<file path="config.mk">
export PLATFORM = sky130hd
export DESIGN_NAME = cgra_mem_if
export DESIGN_NICKNAME = d
export VERILOG_FILES = /design/src/rtl/cgra_pkg.sv /design/src/rtl/cgra_mem_port.sv /design/src/rtl/cgra_mem_if.sv
export SDC_FILE = /design/constraint.sdc
export NUM_CORES = 1
export LEC_CHECK = 0
export CELL_PAD_IN_SITES_DETAIL_PLACEMENT = 1
export CELL_PAD_IN_SITES_GLOBAL_PLACEMENT = 1
export CORE_AREA = 2 2 140 142
export CTS_BUF_LIST = sky130_fd_sc_hd__clkbuf_2 sky130_fd_sc_hd__clkbuf_4 sky130_fd_sc_hd__clkbuf_8
export DETAILED_ROUTE_END_ITERATION = 16
export DIE_AREA = 0 0 142 144
export PLACE_DENSITY_LB_ADDON = 0.1
export SETUP_SLACK_MARGIN = 0.2
export SYNTH_ARGS = -nofsm -noshare
export SYNTH_HDL_FRONTEND = slang
export SYNTH_SLANG_ARGS = --single-unit
export TNS_END_PERCENT = 5
</file>
<file path="constraint.sdc">
create_clock -name Clk -period 4.4 [get_ports Clk]
set_clock_uncertainty 0.05 [all_clocks]
set_input_delay 0.66 -clock Clk [delete_from_list [all_inputs] [get_ports Clk]]
set_output_delay 0.66 -clock Clk [all_outputs]
set_load 0.02 [all_outputs]
</file>
<file path="src/rtl/cgra_pkg.sv">
// cgra_pkg: FSM state type, default BRAM geometry and a state helper shared by
// cgra_mem_if and its per-port register stage.
package cgra_pkg;

    localparam int CGRA_DWIDTH   = 32;
    localparam int CGRA_AWIDTH   = 10;
    localparam int CGRA_BYTE_LEN = CGRA_DWIDTH / 8;

    typedef enum logic [2:0] {
        ST_IDLE      = 3'd0,
        ST_START     = 3'd1,
        ST_WAIT_BUSY = 3'd2,
        ST_RUN       = 3'd3,
        ST_DONE      = 3'd4
    } cgra_state_e;

    // States in which CGRA memory traffic reaches the BRAM.
    function automatic logic is_fwd_state(input cgra_state_e st);
        return (st == ST_WAIT_BUSY) || (st == ST_RUN);
    endfunction

endpackage

</file>
<file path="src/rtl/cgra_mem_port.sv">
// cgra_mem_port: one-cycle register stage between one CGRA data channel and
// one BRAM port. Enable and byte-write-enables are cleared whenever the
// controller is not forwarding; address and data hold their last value.
module cgra_mem_port
    import cgra_pkg::*;
#(
    parameter int DWIDTH   = CGRA_DWIDTH,
    parameter int AWIDTH   = CGRA_AWIDTH,
    parameter int BYTE_LEN = CGRA_BYTE_LEN
) (
    input  logic                clk,
    input  logic                rst_n,
    input  logic                fwd,
    input  logic                cgra_en,
    input  logic [BYTE_LEN-1:0] cgra_wen,
    input  logic [AWIDTH-1:0]   cgra_addr,
    input  logic [DWIDTH-1:0]   cgra_wdata,
    output logic                bram_en,
    output logic [BYTE_LEN-1:0] bram_wen,
    output logic [AWIDTH-1:0]   bram_addr,
    output logic [DWIDTH-1:0]   bram_wdata
);

    logic                en_q, en_d;
    logic [BYTE_LEN-1:0] wen_q, wen_d;
    logic [AWIDTH-1:0]   addr_q, addr_d;
    logic [DWIDTH-1:0]   wdata_q, wdata_d;

    // Capture the request only when it will be presented in a forwarding state.
    always_comb begin
        en_d    = 1'b0;
        wen_d   = '0;
        addr_d  = addr_q;
        wdata_d = wdata_q;
        if (fwd) begin
            en_d    = cgra_en;
            wen_d   = cgra_wen;
            addr_d  = cgra_addr;
            wdata_d = cgra_wdata;
        end
    end

    // Register stage, synchronous active-low reset clears every output.
    always_ff @(posedge clk) begin
        if (!rst_n) begin
            en_q    <= 1'b0;
            wen_q   <= '0;
            addr_q  <= '0;
            wdata_q <= '0;
        end else begin
            en_q    <= en_d;
            wen_q   <= wen_d;
            addr_q  <= addr_d;
            wdata_q <= wdata_d;
        end
    end

    assign bram_en    = en_q;
    assign bram_wen   = wen_q;
    assign bram_addr  = addr_q;
    assign bram_wdata = wdata_q;

endmodule

</file>
<file path="src/rtl/cgra_mem_if.sv">
// cgra_mem_if: run controller and BRAM bridge for a CGRA PE array.
// A rising edge on Computation_Start issues a one-cycle PE_Start, waits up to
// BUSY_TIMEOUT cycles for PE_Array_Busy, follows the run until Busy drops and
// then holds Computation_Done until software lowers Start. CGRA memory
// channels reach the BRAM only while waiting for or running the array.
// Optional feature: define CGRA_MEM_IF_CYCLE_CNT_EN to build the Run_Cycles
// counter; otherwise Run_Cycles is constant 0.
module cgra_mem_if
    import cgra_pkg::*;
#(
    parameter int DWIDTH       = CGRA_DWIDTH,
    parameter int AWIDTH       = CGRA_AWIDTH,
    parameter int NUM_PORTS    = 2,
    parameter int BYTE_LEN     = CGRA_BYTE_LEN,
    parameter int BUSY_TIMEOUT = 16
) (
    input  logic                          Clk,
    input  logic                          Resetn,
    input  logic                          Computation_Start,
    output logic                          Computation_Done,
    output logic                          Computation_Error,
    output logic                          PE_Start,
    input  logic                          PE_Array_Busy,
    input  logic [NUM_PORTS-1:0]          Cgra_En,
    input  logic [NUM_PORTS*BYTE_LEN-1:0] Cgra_Wen,
    input  logic [NUM_PORTS*AWIDTH-1:0]   Cgra_Addr,
    input  logic [NUM_PORTS*DWIDTH-1:0]   Cgra_Wdata,
    output logic [NUM_PORTS*DWIDTH-1:0]   Cgra_Rdata,
    output logic [NUM_PORTS-1:0]          Bram_En,
    output logic [NUM_PORTS*BYTE_LEN-1:0] Bram_Wen,
    output logic [NUM_PORTS*AWIDTH-1:0]   Bram_Addr,
    output logic [NUM_PORTS*DWIDTH-1:0]   Bram_Wdata,
    input  logic [NUM_PORTS*DWIDTH-1:0]   Bram_Rdata,
    output logic [31:0]                   Run_Cycles
);

    // Wide enough to hold BUSY_TIMEOUT itself.
    localparam int TW = $clog2(BUSY_TIMEOUT + 1);

    cgra_state_e   state_q, state_d;
    logic          start_prev_q, start_prev_d;
    logic          err_q, err_d;
    logic [TW-1:0] wait_cnt_q, wait_cnt_d;
    logic          fwd;

    // Next-state logic; wait_cnt counts cycles since the PE_Start pulse.
    always_comb begin
        state_d      = state_q;
        err_d        = err_q;
        wait_cnt_d   = wait_cnt_q;
        start_prev_d = Computation_Start;
        case (state_q)
            ST_IDLE: begin
                err_d = 1'b0;
                if (Computation_Start && !start_prev_q) begin
                    state_d = ST_START;
                end
            end
            ST_START: begin
                wait_cnt_d = TW'(1);
                state_d    = ST_WAIT_BUSY;
            end
            ST_WAIT_BUSY: begin
                if (PE_Array_Busy) begin
                    state_d = ST_RUN;
                end else if (wait_cnt_q >= TW'(BUSY_TIMEOUT - 1)) begin
                    state_d = ST_DONE;
                    err_d   = 1'b1;
                end else begin
                    wait_cnt_d = wait_cnt_q + TW'(1);
                end
            end
            ST_RUN: begin
                if (!PE_Array_Busy) begin
                    state_d = ST_DONE;
                    err_d   = 1'b0;
                end
            end
            ST_DONE: begin
                if (!Computation_Start) begin
                    state_d = ST_IDLE;
                    err_d   = 1'b0;
                end
            end
            default: begin
                state_d = ST_IDLE;
                err_d   = 1'b0;
            end
        endcase
    end

    // Controller registers; the edge detector loads 1 so a held Start is ignored.
    always_ff @(posedge Clk) begin
        if (!Resetn) begin
            state_q      <= ST_IDLE;
            start_prev_q <= 1'b1;
            err_q        <= 1'b0;
            wait_cnt_q   <= '0;
        end else begin
            state_q      <= state_d;
            start_prev_q <= start_prev_d;
            err_q        <= err_d;
            wait_cnt_q   <= wait_cnt_d;
        end
    end

    assign PE_Start          = (state_q == ST_START);
    assign Computation_Done  = (state_q == ST_DONE);
    assign Computation_Error = err_q;

    // Keyed on the next state so Bram_En/Wen are never seen outside WAIT_BUSY/RUN.
    assign fwd = is_fwd_state(state_d);

    assign Cgra_Rdata = Bram_Rdata;

    for (genvar i = 0; i < NUM_PORTS; i++) begin : g_port
        cgra_mem_port #(
            .DWIDTH   (DWIDTH),
            .AWIDTH   (AWIDTH),
            .BYTE_LEN (BYTE_LEN)
        ) u_port (
            .clk        (Clk),
            .rst_n      (Resetn),
            .fwd        (fwd),
            .cgra_en    (Cgra_En[i]),
            .cgra_wen   (Cgra_Wen[i*BYTE_LEN +: BYTE_LEN]),
            .cgra_addr  (Cgra_Addr[i*AWIDTH +: AWIDTH]),
            .cgra_wdata (Cgra_Wdata[i*DWIDTH +: DWIDTH]),
            .bram_en    (Bram_En[i]),
            .bram_wen   (Bram_Wen[i*BYTE_LEN +: BYTE_LEN]),
            .bram_addr  (Bram_Addr[i*AWIDTH +: AWIDTH]),
            .bram_wdata (Bram_Wdata[i*DWIDTH +: DWIDTH])
        );
    end

`ifdef CGRA_MEM_IF_CYCLE_CNT_EN
    logic [31:0] run_cycles_q, run_cycles_d;

    // Clear when a run starts, count WAIT_BUSY/RUN cycles, saturate, else hold.
    always_comb begin
        run_cycles_d = run_cycles_q;
        if ((state_q == ST_IDLE) && (state_d == ST_START)) begin
            run_cycles_d = '0;
        end else if (is_fwd_state(state_q) && (run_cycles_q != '1)) begin
            run_cycles_d = run_cycles_q + 32'd1;
        end
    end

    // Run-cycle counter register.
    always_ff @(posedge Clk) begin
        if (!Resetn) begin
            run_cycles_q <= '0;
        end else begin
            run_cycles_q <= run_cycles_d;
        end
    end

    assign Run_Cycles = run_cycles_q;
`else
    assign Run_Cycles = 32'd0;
`endif

endmodule

</file>
==> key figures <==
Pwr
  • P_int: 1.57 mW
  • Cell Pwr Density: 327 mW/mm^2
  • VDD IR max: 0.000122 V
  • Clock network power share: 32.4%
  • Sw frac: 27.0%
  • Gate power share: 20.1%
  • Leak: ~2.5 nW
  • Net Sw Power: 0.579 mW
  • Flop pwr share: 47.6%

Routing
  • Vias per cell: 4.16
  • Post-route ant nets: 0
  • DR WL/cell: 14.5 microns
  • DRC: 0
  • Total wire length: 13.0 mm
  • Vias: 3,740
  • Initial DRT Pass Iterations: 4
  • Starting DRC count in detailed routing: 70

Global route
  • Grt met2 use: 19.9%
  • Total GRT Usage: 12.3%
  • Largest net degree at the start of global routing: between 100 and 150
  • Most Crowded Layer GR: met2
  • Met1 Use GR: roughly 14%
  • Initial antenna violation count: 0
  • M3 GR Usage: under 10%
  • First-pass GRT wire length: roughly 20 mm
  • Remaining Overflow, GRT: 0
  • Vias in the first global route: 3,914

Setup path
  • Setup CP Type: flip-flop to primary output
  • Crit path required time: between 3 and 4 ns
  • CP Launch Type: flip-flop
  • Worst Path Max Fanout: 10
  • CP Data Arrival Time: 2.03 ns
  • Crit. End Element: primary output

Synth
  • Mapped cell area: 0.00485 sq mm
  • Post-synth top area share: 43.0%
  • Post-Syn Area per Cell: 8.89 sq um
  • Synth area leader: dfxtp_1
  • Async SR Flop Fraction: 0%
  • Yosys warns: 0
  • Yosys cell types: 30
  • Mapped Cells: 545
  • Most common cell in the netlist: nand2_1
  • Synthesis-stage register bit count: 104
  • Synth top area cells: dfxtp_1 43%, mux2i_1 18%, buf_4 15%
  • EDFF count, synth: 0
  • Sequential share of the synthesized area: 43.0%
  • Commonest cells post-synth: 175 x nand2_1, 104 x dfxtp_1, 98 x buf_4
  • Top_reg_cell synth: dfxtp_1

STA
  • Slew Viols, Final: 0
  • Endpoints failing setup: 0
  • Period Utilization, post-route: around 62%
  • Actual slew at the worst max-slew pin: 0.829 ns
  • RSZ-0062 raised after global routing: no
  • Final worst path period need: around 2.7 ns
  • Final setup TNS: 0 ns
  • Hold Vio Cnt, Final: 0
  • Setup ws final: 1.66 ns
  • Relative slew slack: 44.3%
  • F_max: between 300 and 400 MHz

Die
  • Initial Utilization: 25.4%
  • Core Box Area: between 0.015 and 0.02 sq mm
  • Row cnt: 51
  • Die area: 0.0204 sq mm
  • Die Ht: 144 microns
  • Die Wd: 142 microns
  • IO Pins: 355

CTS
  • Post-CTS Setup Inserts: 0
  • Worst-path clk slew: around 0.10 ns
  • Num CTS Buffers: 9
  • Clk sinks: 104
  • Clk Latency, worst-skew pair: 0.38 ns
  • CTS root buf: clkbuf_8
  • Hold buffers post-CTS: 0
  • H-tree depth: 3
  • TritonCTS clock tree: yes
  • Max Root-Sink Buffers: 2
  • Resized Gates After CTS: 0

Place
  • Global placement routability congestion: 0.672
  • HPWL after DPL: 9.40 mm
  • Post-Place Worst Slack: between 1.5 and 2 ns
  • IO Port Bufs: 194

Cells and area
  • Share of layout cells above drive strength 1: 3.64%
  • Antenna diode count: 0
  • Fillers: roughly 2,200
  • Area grow syn2layout: 35.3%
  • Fin nets: 819

Job
  • Max-Cap Viols: 0

Run status
  • Outcome: completed

Hold path
  • HP Class: flip-flop to flip-flop
-- registers in the layout, indices dropped and copies added (netlist names) --
register and count:
Computation_Error 1, start_prev_q 1, g_port.u_port.bram_en 2, g_port.u_port.bram_addr 20
wait_cnt_q 5, g_port.u_port.bram_wen 8, g_port.u_port.bram_wdata 64, state_q 3
-- worst max-delay path, cell delays in order (launching register included) --
cell	delay, ns
dfxtp_1	0.44
nor3b_1	0.49
clkdlybuf4s50_1	0.72
-- metrics by stage --
stage | util [%] | instances | hold WS, ns | instance area [sq um] | power (mW)
after floorplan | - | 576 | 0.411 | 4960 | 1.37
after global placement | 33.2 | 882 | 0.390 | 6330 | 1.47
after detailed placement | 33.2 | 882 | 0.400 | 6330 | 1.48
after CTS | 34.4 | 898 | 0.416 | 6560 | 2.20
after global routing | 34.4 | 898 | 0.436 | 6560 | 2.26
final | 34.4 | 898 | 0.409 | 6560 | 2.14
-- cells in the final DEF (no fill, tap or decap), types with 2 or more instances in the layout --
cell type and instances:
nor3b_1 4, dfxtp_1 104, nand2b_1 5, clkbuf_8 10, buf_4 3, mux2i_1 86, conb_1 32, ha_1 2
nor2_1 3, nand2_1 175, and2_1 12, and3_1 2, a21oi_1 2, inv_1 3, a41oi_1 2, clkdlybuf4s50_1 193
clkbuf_4 3, bufinv_16 2, o21ai_0 2
-- final cells by class --
class / count / area [sq um] / area share, %
repair buffers: 197 / 1970 / 30.1
multi-input cells: 340 / 1970 / 30.0
clock inverters: 3 / 65.1 / 0.992
inverters: 3 / 11.3 / 0.172
clock buffers: 13 / 160 / 2.44
well taps: 238 / 298 / 4.54
flip-flops and latches: 104 / 2080 / 31.7
-- cell families after synthesis --
group	Yosys count	share of synthesized area, %
AOI/OAI and AO/OA	11	1.68
buffers and inverters	132	19.0
DFF	104	43.0
other	1	0.0774
muxes	86	17.8
adders and majority gates	2	0.516
and+or+nand+nor	209	18.0
-- metal layers --
| metal | routed length (microns) | up-vias |
|---|---|---|
| li1 | - | 1824 |
| met1 | 5590 | 1713 |
| met2 | 5870 | 180 |
| met3 | 1300 | 23 |
| met4 | 249 | 0 |
| met5 | 0 | - |
-- final timing paths --
kind,startpoint,slack (ns),cells past startpoint,to
worst max-delay path,state_q[2],1.66,2,PE_Start
worst min-delay path,g_port[0].u_port.bram_wdata[18],0.41,2,g_port[0].u_port.bram_wdata[18]
worst max register to register,wait_cnt_q[0],1.82,8,g_port[1].u_port.bram_wdata[3]
worst min register to register,g_port[0].u_port.bram_wdata[18],0.41,2,g_port[0].u_port.bram_wdata[18]
-- power by group through the flow --
| stage | Sequential (mW) | Combinational [mW] | Clock [mW] |
|---|---|---|---|
| 3_3_place_gp | 1.04 | 0.432 | 0 |
| 6_report | 1.02 | 0.430 | 0.694 |
| 3_5_place_dp | 1.04 | 0.437 | 0 |
| 5_1_grt | 1.03 | 0.463 | 0.769 |
| 4_1_cts | 1.02 | 0.438 | 0.738 |
| 2_1_floorplan | 1.10 | 0.274 | 0 |
Power figures use the tool's default switching activity.
